**config.mk**
```make
export PLATFORM = sky130hd
export DESIGN_NAME = buzzer_tone_generator
export DESIGN_NICKNAME = d
export VERILOG_FILES = /design/src/rtl/buzzer_pkg.sv /design/src/rtl/buzzer_divider.sv /design/src/rtl/buzzer_tone_generator.sv
export SDC_FILE = /design/constraint.sdc
export NUM_CORES = 1
export LEC_CHECK = 0
export CAP_MARGIN = 40
export CORE_ASPECT_RATIO = 0.75
export CORE_MARGIN = 1
export CORE_UTILIZATION = 30
export DETAILED_ROUTE_END_ITERATION = 8
export SLEW_MARGIN = 40
export SYNTH_ARGS = -nofsm -noshare
export SYNTH_HDL_FRONTEND = slang
export SYNTH_SLANG_ARGS = --single-unit
```
**constraint.sdc**
```tcl
create_clock -name clk -period 5.75 [get_ports clk]
set_clock_uncertainty 0.15 [all_clocks]
set_input_delay 0.8625 -clock clk [delete_from_list [all_inputs] [get_ports clk]]
set_output_delay 0.8625 -clock clk [all_outputs]
set_load 0.02 [all_outputs]
```
**src/rtl/buzzer_pkg.sv**
```systemverilog
// buzzer_pkg: tone table, register bit positions and reset values shared by the buzzer block
package buzzer_pkg;
  localparam logic [7:0][4:0] HALF_PERIODS_DEF = {5'd28, 5'd24, 5'd20, 5'd16, 5'd14, 5'd12, 5'd10, 5'd8};
  localparam int TONE_EN = 3;
  localparam int BZ_OFF = 3;
  localparam logic [3:0] FREQ_SEL_RST = 4'h0;
  localparam logic [3:0] OUT_CTRL_RST = 4'h8;
endpackage

```
**src/rtl/buzzer_divider.sv**
```systemverilog
// buzzer_divider: programmable divide-by-2N toggler, idle holds counter and output low
module buzzer_divider (
  input  logic       clk,
  input  logic       reset_n,
  input  logic       run,
  input  logic [4:0] n,
  output logic       buzzer
);
  logic [4:0] r_cnt;
  logic       r_bz;
  always_ff @(posedge clk or negedge reset_n) begin
    if (!reset_n) begin
      r_cnt <= '0;
      r_bz  <= 1'b0;
    end else if (!run) begin
      r_cnt <= '0;
      r_bz  <= 1'b0;
    end else if (r_cnt >= n - 5'd1) begin
      // >= rather than == so a shorter period selected mid-count toggles at once
      r_cnt <= '0;
      r_bz  <= ~r_bz;
    end else begin
      r_cnt <= r_cnt + 5'd1;
    end
  end
  assign buzzer = r_bz;
endmodule

```
**src/rtl/buzzer_tone_generator.sv**
```systemverilog
// buzzer_tone_generator: frequency-select and output-control registers gating a square-wave divider
module buzzer_tone_generator
  import buzzer_pkg::*;
#(
  parameter logic [7:0][4:0] HALF_PERIODS = HALF_PERIODS_DEF
) (
  input  logic       clk,
  input  logic       reset_n,
  input  logic       reg_we,
  input  logic       reg_sel,
  input  logic [3:0] reg_wdata,
  output logic [3:0] buzzer_frequency_selection,
  output logic [3:0] buzzer_output_control,
  output logic       buzzer
);
  logic [3:0] r_freq_sel;
  logic [3:0] r_out_ctrl;
  logic       w_run;
  logic [4:0] w_n;
  always_ff @(posedge clk or negedge reset_n) begin
    if (!reset_n) begin
      r_freq_sel <= FREQ_SEL_RST;
      r_out_ctrl <= OUT_CTRL_RST;
    end else if (reg_we) begin
      if (reg_sel) r_out_ctrl <= reg_wdata;
      else r_freq_sel <= reg_wdata;
    end
  end
  assign w_run = r_freq_sel[TONE_EN] & ~r_out_ctrl[BZ_OFF];
  assign w_n = HALF_PERIODS[r_freq_sel[2:0]];
  assign buzzer_frequency_selection = r_freq_sel;
  assign buzzer_output_control = r_out_ctrl;
  buzzer_divider u_div (
    .clk    (clk),
    .reset_n(reset_n),
    .run    (w_run),
    .n      (w_n),
    .buzzer (buzzer)
  );
endmodule

```
==> flow_summary_export.csv, run 1 <==
group,metric,value,unit
logic_synthesis,yosys_register_bits,14,
routing,post_drt_via_cell_ratio,4.38,
cts,worstSkewPairLatency,0.28,ns
cells_and_area,share_of_final_layout_standard_cells_stronger_than_drive_strength_1,24.3,%
critical_path,crit_start,"buzzer_output_control[3]$_DFFE_PN1P_",
placed_design,placement.io_buffers,16,
logic_synthesis,syn_nets,68,
placed_design,placed_cell_area,917,sq um
power_and_ir_drop,lkg_pwr,0.406,nW
timing,timing.final.hold_violations,0,
global_route,grt_pass1_wl,2.21,mm
timing,max_slew.worst_pin.slew,0.611,ns
placed_design,final_estimated_routing_congestion_in_global_placement,0.741,
critical_path,critical_path.max_fanout,4,
cts,post_cts.repair.setup_buffers,0,
cts,cts_num_sinks,14,
timing,min_period_over_period,43.4,%
run_status,run_status,"finished clean",
cts,cts_tree,"yes",
cells_and_area,final_core_area_utilization,45.0,%
critical_path,cpLargestDelayFamily,"buffers and inverters",
logic_synthesis,yosysMostFrequentCell,"sky130_fd_sc_hd__dfrtp_1",
global_route,initial_antenna_violation_count,0,
logic_synthesis,post_synth.cell_area_avg,13.3,sq um
critical_path,timing.setup.critical_path_class,"flip-flop to output port",
logic_synthesis,post_synth_arst_share,100,%
worst_hold_path,worst_hold_startpoint,"buzzer_output_control[0]$_DFFE_PN0P_",
routing,drt_first_iter_violations,7,
logic_synthesis,synth_edf_count,0,
floorplanning,core.rowCount,14,
critical_path,crit_path_cell_trace,"clkdlybuf4s50_1",
global_route,globalRouteTotalUtil,11.8,%
floorplanning,die-height,44.3,um
routing,drc,0,
cells_and_area,design.final.nets,89,
cts,cts.root.buffer_cell,"sky130_fd_sc_hd__clkbuf_4",
cts,max-clock-path-buffers,2,
global_route,number_of_global_route_vias_before_repair,508,
cts,cts-hold-fix-buffers,0,
timing,maxSlewHeadroom,59.1,%
cts,clk_transition_reported_paths,0.08,ns
timing,rsz0062_at_grt,"no",
logic_synthesis,synth_cell_type_count,20,
critical_path,crit_required,4.74,ns
cts,post_cts.resized_instances,0,
logic_synthesis,synthesis.area,717,sq um
logic_synthesis,synth_top_cell_by_area,"sky130_fd_sc_hd__dfrtp_1",
critical_path,critical-path-slowest-cell,"sky130_fd_sc_hd__clkdlybuf4s50_1",
floorplanning,dieArea,2590,sq um
critical_path,arrival_time_at_the_worst_endpoint,1.48,ns
routing,drt_pass1_iterations,4,
timing,hold_slack,0.358,ns
logic_synthesis,commonest_cells_in_the_synthesized_netlist,"13 x sky130_fd_sc_hd__dfrtp_1, 8 x sky130_fd_sc_hd__mux2_2, 6 x sky130_fd_sc_hd__ha_1",
timing,setup_viol,0,
critical_path,slowest_delay,0.62,ns
cts,htree_levels,1,
cells_and_area,num_antenna_cells,0,
job,drv_cap,0,
power_and_ir_drop,post-layout-total-power,0.280,mW
cts,tritoncts.num_buffers,3,
cells_and_area,fillers,192,
routing,final_antenna_net_count,0,
floorplanning,core_region,2120,sq um
critical_path,start_kind,"flip-flop",
power_and_ir_drop,powerDensity,294,nW/um^2
timing,final.min_clock_period,2.49,ns
cells_and_area,stdcell_area,953,sq um
timing,fmaxAchievable,401,MHz
logic_synthesis,synth-warning-count,0,
floorplanning,number_of_top_level_pins,17,
cells_and_area,syn_to_final_growth,33.0,%
logic_synthesis,syn_inst,54,
global_route,total_congestion_overflow_after_global_routing,0,
logic_synthesis,synth-seq-area-share,49.0,%
routing,dr_total_vias,464,
routing,drt-wirelength-per-cell,11.8,um
critical_path,reg2reg_from,"buzzer_frequency_selection[2]$_DFFE_PN0P_",
critical_path,crit_end_element,"output port",
placed_design,dp.final_hpwl,957,um
timing,finalSetupTns,0,ns
routing,routed_wirelength,1.26,mm
logic_synthesis,netlist_top_cells_area,"sky130_fd_sc_hd__dfrtp_1 45%, sky130_fd_sc_hd__mux2_2 13%, sky130_fd_sc_hd__ha_1 10%",
worst_hold_path,min_path_type,"flip-flop to flip-flop",
floorplanning,horizontal_die_dimension,58.5,um
critical_path,crit_buf_inv,1,
timing,final_max_slew_viol_count,0,
global_route,grt_start_max_net_pins,15,
logic_synthesis,ys.flop_type,"sky130_fd_sc_hd__dfrtp_1",
floorplanning,initial_utilization,33.8,%
power_and_ir_drop,irDropWorstVdd,137,uV
logic_synthesis,netlist.area_leader.share,45.4,%
## where the power goes
part	switching, mW	total [mW]	internal, mW	leakage (nW)
Sequential	0.0124	0.124	0.111	0.175
Combinational	0.0390	0.0855	0.0465	0.210
Clock	0.0327	0.0712	0.0385	0.0210
Total	0.0841	0.280	0.196	0.406
## cells by family after synthesis
logic type	synth area share, %
xor gates and xnor gates	4.89
DFF	49.0
adders and majority gates	10.5
AOI/OAI and AO/OA	7.15
and+or+nand+nor	11.3
buffers and inverters	1.05
muxes	16.1
## final timing paths
| path | to | slack (ns) | cells after the start |
|---|---|---|---|
| setup / recovery | buzzer_output_control[3] | 3.26 | 1 |
| hold / removal | buzzer_output_control[0]$_DFFE_PN0P_ | 0.36 | 1 |
| setup reg to reg | u_div.buzzer$_DFFE_PN0P_ | 3.47 | 8 |
| hold reg to reg | buzzer_output_control[0]$_DFFE_PN0P_ | 0.36 | 1 |
| max in group asynchronous | buzzer_frequency_selection[0]$_DFFE_PN0P_ | 4.25 | 1 |
| min in group asynchronous | u_div.r_cnt[1]$_DFF_PN0_ | 0.81 | 1 |
## cell usage in the layout, fill, tap and decap left out
| cell type | n |
|---|---|
| sky130_fd_sc_hd__mux2i_1 | 1 |
| sky130_fd_sc_hd__nor2_1 | 5 |
| sky130_fd_sc_hd__nor3b_1 | 1 |
| sky130_fd_sc_hd__o211ai_2 | 1 |
| sky130_fd_sc_hd__dfrtp_1 | 13 |
| sky130_fd_sc_hd__xnor2_1 | 2 |
| sky130_fd_sc_hd__a211oi_2 | 1 |
| sky130_fd_sc_hd__clkbuf_8 | 1 |
| sky130_fd_sc_hd__o211ai_4 | 1 |
| sky130_fd_sc_hd__nand3_1 | 2 |
| sky130_fd_sc_hd__nand2b_1 | 1 |
| sky130_fd_sc_hd__xor2_1 | 2 |
| sky130_fd_sc_hd__nor3b_4 | 1 |
| sky130_fd_sc_hd__o21ai_0 | 1 |
| sky130_fd_sc_hd__ha_1 | 6 |
| sky130_fd_sc_hd__clkbuf_4 | 3 |
| sky130_fd_sc_hd__nor2b_1 | 2 |
| sky130_fd_sc_hd__inv_1 | 2 |
| sky130_fd_sc_hd__dfstp_2 | 1 |
| sky130_fd_sc_hd__nand2_1 | 2 |
| sky130_fd_sc_hd__clkdlybuf4s50_1 | 16 |
| sky130_fd_sc_hd__mux2_4 | 1 |
| sky130_fd_sc_hd__mux2_2 | 8 |
## through the flow
step / std cells / worst slack, ns
floorplan: 54 / 3.54
global placement: 102 / 3.46
detailed placement: 102 / 3.46
CTS: 106 / 3.24
global route: 106 / 3.20
finish: 106 / 3.26
## state kept, by name, summed over array words and instances, names as in the netlist
signal,count
buzzer_frequency_selection,4
buzzer_output_control,4
u_div.buzzer,1
u_div.r_cnt,5
## layer usage
layer	up-vias	global-route usage (%)	share of wire, %
li1	231	-	-
met1	219	16.7	54
met2	10	16.8	42
met3	4	2.34	2.5
met4	0	7.14	2.0
met5	-	0	0
## area by class of cell
class / count / area (sq um) / share of cell area [%]
Timing Repair Buffer: 16 / 160 / 16.8
Sequential cell: 14 / 352 / 36.9
Inverter: 2 / 7.51 / 0.787
Tap cell: 32 / 40.0 / 4.20
Clock buffer: 4 / 36.3 / 3.81
Multi-Input combinational cell: 38 / 358 / 37.5
Power figures use the tool's default switching activity.
==> run 2, diff against run 1 <==
==> constraint.sdc (replaced) <==
create_clock -name clk -period 2.4 [get_ports clk]
set_clock_uncertainty 0.15 [all_clocks]
set_input_delay 0.36 -clock clk [delete_from_list [all_inputs] [get_ports clk]]
set_output_delay 0.36 -clock clk [all_outputs]
set_load 0.02 [all_outputs]
==> run 2 against run 1 <==
Compared with the run above:
- non-clock buffer count is 1 higher
- design area is 0.79% higher
- register-to-register slack worse by 3.3 ns
- sequential power is 140% higher
- critical endpoint is now u_div.buzzer$_DFFE_PN0P_
- highest routed layer unchanged
==> flow_summary_export.csv, run 2 (synthesis gave the netlist of run 1 again) <==
group,metric,value,unit
critical_path,arrival_time_at_the_worst_endpoint,2.24,ns
timing,final.min_clock_period,2.21,ns
run_status,run_status,"finished clean",
cts,tritoncts.num_buffers,3,
timing,finalSetupTns,0,ns
routing,drt_first_iter_violations,1,
power_and_ir_drop,seqPwrFrac,43.4,%
floorplanning,number_of_top_level_pins,17,
job,drv_cap,0,
cells_and_area,final_cell_count_no_fill,107,
floorplanning,dieArea,2590,sq um
cts,cts.root.buffer_cell,"sky130_fd_sc_hd__clkbuf_4",
power_and_ir_drop,switching_share,30.4,%
cts,worstSkewPairLatency,0.29,ns
cells_and_area,design.final.nets,90,
timing,setup_viol,0,
global_route,total_congestion_overflow_after_global_routing,0,
routing,dr_total_vias,451,
routing,final_antenna_net_count,0,
cts,cts_tree,"yes",
timing,maxSlewHeadroom,57.7,%
routing,drt-wirelength-per-cell,12.2,um
cts,cts-hold-fix-buffers,0,
critical_path,reg2reg_from,"buzzer_frequency_selection[2]$_DFFE_PN0P_",
power_and_ir_drop,irDropWorstVdd,261,uV
critical_path,timing.setup.critical_path_class,"flip-flop to flip-flop",
critical_path,crit_start,"buzzer_frequency_selection[2]$_DFFE_PN0P_",
global_route,globalRouteTotalUtil,12.9,%
critical_path,critical_path.max_fanout,6,
cts,post_cts.resized_instances,0,
cts,clk_transition_reported_paths,0.09,ns
critical_path,critical-path-top-cell-by-count,"sky130_fd_sc_hd__ha_1",
timing,fmaxAchievable,453,MHz
power_and_ir_drop,lkg_pwr,0.410,nW
floorplanning,initial_utilization,33.8,%
cells_and_area,num_antenna_cells,0,
critical_path,critical-path-slowest-cell,"sky130_fd_sc_hd__dfrtp_1",
critical_path,timing.reg2reg.worst_path_depth,8,
critical_path,reg2reg_slack,0.19,ns
cells_and_area,final_cell_mix,"16 x sky130_fd_sc_hd__clkdlybuf4s50_1, 13 x sky130_fd_sc_hd__dfrtp_1, 8 x sky130_fd_sc_hd__mux2_2, 6 x sky130_fd_sc_hd__ha_1, 5 x sky130_fd_sc_hd__nor2_1",
routing,drt_pass1_iterations,2,
critical_path,crit_required,2.43,ns
cells_and_area,fillers,195,
placed_design,placed_cell_area,925,sq um
routing,post_drt_via_cell_ratio,4.21,
cells_and_area,largest_register_ff_count,5,
global_route,grt_pass1_wl,2.27,mm
timing,max_slew.worst_pin.slew,0.632,ns
cts,post_cts.repair.setup_buffers,0,
placed_design,placement.io_buffers,16,
placed_design,place_inst,103,
placed_design,final_estimated_routing_congestion_in_global_placement,0.673,
global_route,grt_start_max_net_pins,15,
routing,routed_wirelength,1.31,mm
power_and_ir_drop,power.share.clock,25.9,%
power_and_ir_drop,post-layout-total-power,0.680,mW
floorplanning,die-height,44.3,um
timing,timing.final.hold_violations,0,
cts,cts_num_sinks,14,
floorplanning,core.rowCount,14,
cells_and_area,syn_to_final_growth,34.0,%
cells_and_area,share_of_final_layout_standard_cells_stronger_than_drive_strength_1,25.3,%
critical_path,worstSetupEndpoint,"u_div.buzzer$_DFFE_PN0P_",
placed_design,dp.final_hpwl,965,um
routing,drc,0,
floorplanning,horizontal_die_dimension,58.5,um
global_route,initial_antenna_violation_count,0,
critical_path,start_kind,"flip-flop",
timing,final_max_slew_viol_count,0,
cts,htree_levels,1,
critical_path,crit_path_cell_trace,"nor2b_1 > inv_1 > ha_1 > xnor2_1 > ha_1 > o211ai_2 > o211ai_4 > mux2_4",
timing,min_period_over_period,92.0,%
global_route,number_of_global_route_vias_before_repair,483,
critical_path,slowest_delay,0.46,ns
power_and_ir_drop,powerDensity,708,nW/um^2
timing,rsz0062_at_grt,"no",
cells_and_area,stdcell_area,961,sq um
cts,max-clock-path-buffers,2,
floorplanning,core_region,2120,sq um
cells_and_area,largest-register,"u_div.r_cnt",
power_and_ir_drop,power.internal,0.474,mW
power_and_ir_drop,net_switching_power,0.207,mW
cells_and_area,most_frequent_standard_cell_in_the_layout_excluding_fill_and_tap_cells,"sky130_fd_sc_hd__clkdlybuf4s50_1",
worst_hold_path,min_path_type,"input port to asynchronous set/reset pin",
critical_path,crit_end_element,"flip-flop",
power_and_ir_drop,power.share.combinational,30.6,%
critical_path,worstReg2RegEnd,"u_div.buzzer$_DFFE_PN0P_",
[run 2: cell types whose count changed in the layout (fill, tap and decap cells not counted)]
| cell | change |
|---|---|
| sky130_fd_sc_hd__buf_4 | +1 |
[run 2: metrics by stage]
stage,worst slack (ns),hold slack (ns),util (%)
finish,0.191,0.299,45.3
global route,0.119,0.357,45.3
CTS,0.183,0.323,45.3
detailed placement,0.226,0.347,43.6
global placement,0.240,0.339,43.6
floorplan,0.190,-0.0856,-
[run 2: power groups by stage]
stage	logic [mW]	clock network [mW]	registers, mW
floorplan	0.0963	0	0.325
global placement	0.211	0	0.299
detailed placement	0.211	0	0.300
CTS	0.212	0.189	0.296
global route	0.226	0.199	0.300
finish	0.208	0.177	0.295
[run 2: layout make-up]
class	count	area, sq um	share of cell area (%)
timing repair buffer	17	168	17.4
sequential	14	352	36.6
inverter	2	7.51	0.781
multi-input combinational	38	358	37.2
tap	32	40.0	4.17
clock buffer	4	36.3	3.78
[run 2: critical path: cells and delay by family (launching register included)]
family | cells | cell delay [ns]
AO/OA/AOI/OAI | 2 | 0.31
XOR/XNOR | 1 | 0.14
adder cells (fa/ha/maj) | 2 | 0.47
buffers and inverters | 1 | 0.06
flip-flops | 1 | 0.46
multiplexers | 1 | 0.31
AND/OR/NAND/NOR | 1 | 0.19
[run 2: worst min path at each step]
stage,start,end,slack [ns],cells past startpoint
2_1_floorplan,reset_n,buzzer_frequency_selection[0]$_DFFE_PN0P_,-0.09,0
3_3_place_gp,buzzer_output_control[2]$_DFFE_PN0P_,buzzer_output_control[2]$_DFFE_PN0P_,0.34,1
3_5_place_dp,buzzer_output_control[2]$_DFFE_PN0P_,buzzer_output_control[2]$_DFFE_PN0P_,0.35,1
4_1_cts,reset_n,u_div.r_cnt[2]$_DFF_PN0_,0.32,1
5_1_grt,reset_n,u_div.r_cnt[2]$_DFF_PN0_,0.36,1
6_report,reset_n,buzzer_frequency_selection[0]$_DFFE_PN0P_,0.30,1
[run 2: per-layer routing]
layer	wire [um]	share of wire, %	global-route usage, %
met1	679	52	17.1
met2	540	41	17.2
met3	43	3.3	4.39
met4	47	3.6	10.0
met5	0	0	0
==> run 3, diff against run 2 <==
--- a/config.mk
+++ b/config.mk
@@ -10,6 +10,7 @@
 export CORE_MARGIN = 1
 export CORE_UTILIZATION = 30
 export DETAILED_ROUTE_END_ITERATION = 8
+export PLACE_DENSITY_LB_ADDON = 0.08
 export SLEW_MARGIN = 40
 export SYNTH_ARGS = -nofsm -noshare
 export SYNTH_HDL_FRONTEND = slang
==> run 3 against run 2 <==
Compared with the run above:
- design area unchanged
- critical path depth unchanged
- first-iteration DRC count rose to 5.0 times the previous value
- sequential cell count unchanged
- sequential power about the same
- count of clock-buffer cells in the layout unchanged
- cell count unchanged
- sequential share of layout area unchanged
- largest cell class unchanged
==> flow_summary_export.csv, run 3 (synthesis gave the netlist of run 1 again) <==
group,metric,value,unit
run_status,run_status,"finished clean",
critical_path,crit_end_element,"flip-flop",
routing,post_drt_via_cell_ratio,4.38,
power_and_ir_drop,seqPwrFrac,43.3,%
placed_design,placement.io_buffers,16,
cells_and_area,largest-register,"u_div.r_cnt",
critical_path,critical-path-slowest-cell,"sky130_fd_sc_hd__dfrtp_1",
cts,cts_num_sinks,14,
critical_path,crit_required,2.43,ns
power_and_ir_drop,irDropWorstVdd,285,uV
global_route,globalRouteTotalUtil,12.9,%
cts,htree_levels,1,
floorplanning,initial_utilization,33.8,%
critical_path,critical-path-top-cell-by-count,"sky130_fd_sc_hd__ha_1",
cells_and_area,most_frequent_standard_cell_in_the_layout_excluding_fill_and_tap_cells,"sky130_fd_sc_hd__clkdlybuf4s50_1",
floorplanning,core_region,2120,sq um
cts,worstSkewPairLatency,0.29,ns
timing,rsz0062_at_grt,"no",
critical_path,timing.setup.critical_path_class,"flip-flop to flip-flop",
timing,min_period_over_period,91.7,%
job,drv_cap,0,
critical_path,crit_path_cell_trace,"nor2b_1 > inv_1 > ha_1 > xnor2_1 > ha_1 > o211ai_2 > o211ai_4 > mux2_4",
cells_and_area,final_cell_mix,"16 x sky130_fd_sc_hd__clkdlybuf4s50_1, 13 x sky130_fd_sc_hd__dfrtp_1, 8 x sky130_fd_sc_hd__mux2_2, 6 x sky130_fd_sc_hd__ha_1, 5 x sky130_fd_sc_hd__nor2_1",
floorplanning,core.rowCount,14,
critical_path,arrival_time_at_the_worst_endpoint,2.23,ns
global_route,total_congestion_overflow_after_global_routing,0,
worst_hold_path,min_path_type,"input port to asynchronous set/reset pin",
power_and_ir_drop,lkg_pwr,0.410,nW
power_and_ir_drop,powerDensity,711,nW/um^2
critical_path,slowest_delay,0.46,ns
timing,fmaxAchievable,454,MHz
global_route,grt_start_max_net_pins,15,
timing,final_max_slew_viol_count,0,
routing,routed_wirelength,1.33,mm
timing,final.setup.worst_slack,0.199,ns
floorplanning,die-height,44.3,um
routing,drt-wirelength-per-cell,12.4,um
cts,cts-hold-fix-buffers,0,
global_route,initial_antenna_violation_count,0,
routing,drt_first_iter_violations,5,
routing,drc,0,
placed_design,place_inst,103,
critical_path,crit_buf_inv,1,
routing,dr_total_vias,469,
global_route,number_of_global_route_vias_before_repair,474,
power_and_ir_drop,net_switching_power,0.210,mW
critical_path,critical_path.max_fanout,6,
power_and_ir_drop,power.share.clock,26.3,%
timing,setup_viol,0,
cells_and_area,design.final.nets,90,
cells_and_area,largest_register_ff_count,5,
cts,post_cts.resized_instances,0,
floorplanning,horizontal_die_dimension,58.5,um
floorplanning,number_of_top_level_pins,17,
cells_and_area,share_of_final_layout_standard_cells_stronger_than_drive_strength_1,25.3,%
placed_design,dp.final_hpwl,979,um
placed_design,dp_slack,0.212,ns
timing,maxSlewHeadroom,54.5,%
timing,finalSetupTns,0,ns
global_route,grt_pass1_wl,2.32,mm
cts,max-clock-path-buffers,2,
floorplanning,dieArea,2590,sq um
cts,cts_tree,"yes",
power_and_ir_drop,switching_share,30.7,%
critical_path,start_kind,"flip-flop",
cells_and_area,final_core_area_utilization,45.3,%
timing,max_slew.worst_pin.slew,0.681,ns
routing,final_antenna_net_count,0,
power_and_ir_drop,power.share.combinational,30.4,%
placed_design,final_estimated_routing_congestion_in_global_placement,0.660,
cts,post_cts.repair.setup_buffers,0,
timing,timing.final.hold_violations,0,
timing,final.min_clock_period,2.20,ns
cells_and_area,final_cell_count_no_fill,107,
power_and_ir_drop,power.internal,0.473,mW
cells_and_area,num_antenna_cells,0,
cells_and_area,syn_to_final_growth,34.0,%
cts,clk_transition_reported_paths,0.10,ns
cts,cts.root.buffer_cell,"sky130_fd_sc_hd__clkbuf_4",
critical_path,cpLargestDelayFamily,"adder cells",
routing,drt_pass1_iterations,3,
cts,tritoncts.num_buffers,3,
run 3: cell counts in the layout (fill, tap and decap cells not counted):
No cell type changed its count.
run 3: layout make-up:
type	count	area [sq um]
timing repair buffer	17	168
tap	32	40.0
inverter	2	7.51
multi-input combinational	38	358
fill	206	1160
clock buffer	4	36.3
sequential	14	352
run 3: path summary, 6_finish.rpt:
check	startpoint	slack, ns	cells after the start	end
setup / recovery	buzzer_frequency_selection[2]$_DFFE_PN0P_	0.20	8	u_div.buzzer$_DFFE_PN0P_
hold / removal	reset_n	0.32	1	u_div.r_cnt[3]$_DFF_PN0_
setup reg to reg	buzzer_frequency_selection[2]$_DFFE_PN0P_	0.20	8	u_div.buzzer$_DFFE_PN0P_
hold reg to reg	buzzer_output_control[1]$_DFFE_PN0P_	0.36	1	buzzer_output_control[1]$_DFFE_PN0P_
max in group asynchronous	reset_n	1.34	1	buzzer_output_control[1]$_DFFE_PN0P_
min in group clk	buzzer_output_control[1]$_DFFE_PN0P_	0.36	1	buzzer_output_control[1]$_DFFE_PN0P_
run 3: power by group through the flow:
stage / clock, mW / sequential (mW) / combinational (mW)
global route: 0.197 / 0.304 / 0.228
CTS: 0.186 / 0.297 / 0.211
detailed placement: 0 / 0.301 / 0.210
finish: 0.179 / 0.296 / 0.208
global placement: 0 / 0.301 / 0.210
floorplan: 0 / 0.325 / 0.0963
run 3: through the flow:
stage	power [mW]	area [sq um]	hold slack (ns)
global route	0.729	961	0.371
finish	0.683	961	0.321
floorplan	0.422	717	-0.0856
detailed placement	0.510	925	0.348
CTS	0.694	961	0.344
global placement	0.511	925	0.338
run 3: routing by layer:
metal	up-vias	global-route usage, %	wire length [um]
met2	14	14.7	436
met1	222	20.8	812
li1	231	-	-
met4	0	4.29	10
met3	2	5.26	67
met5	-	0	0
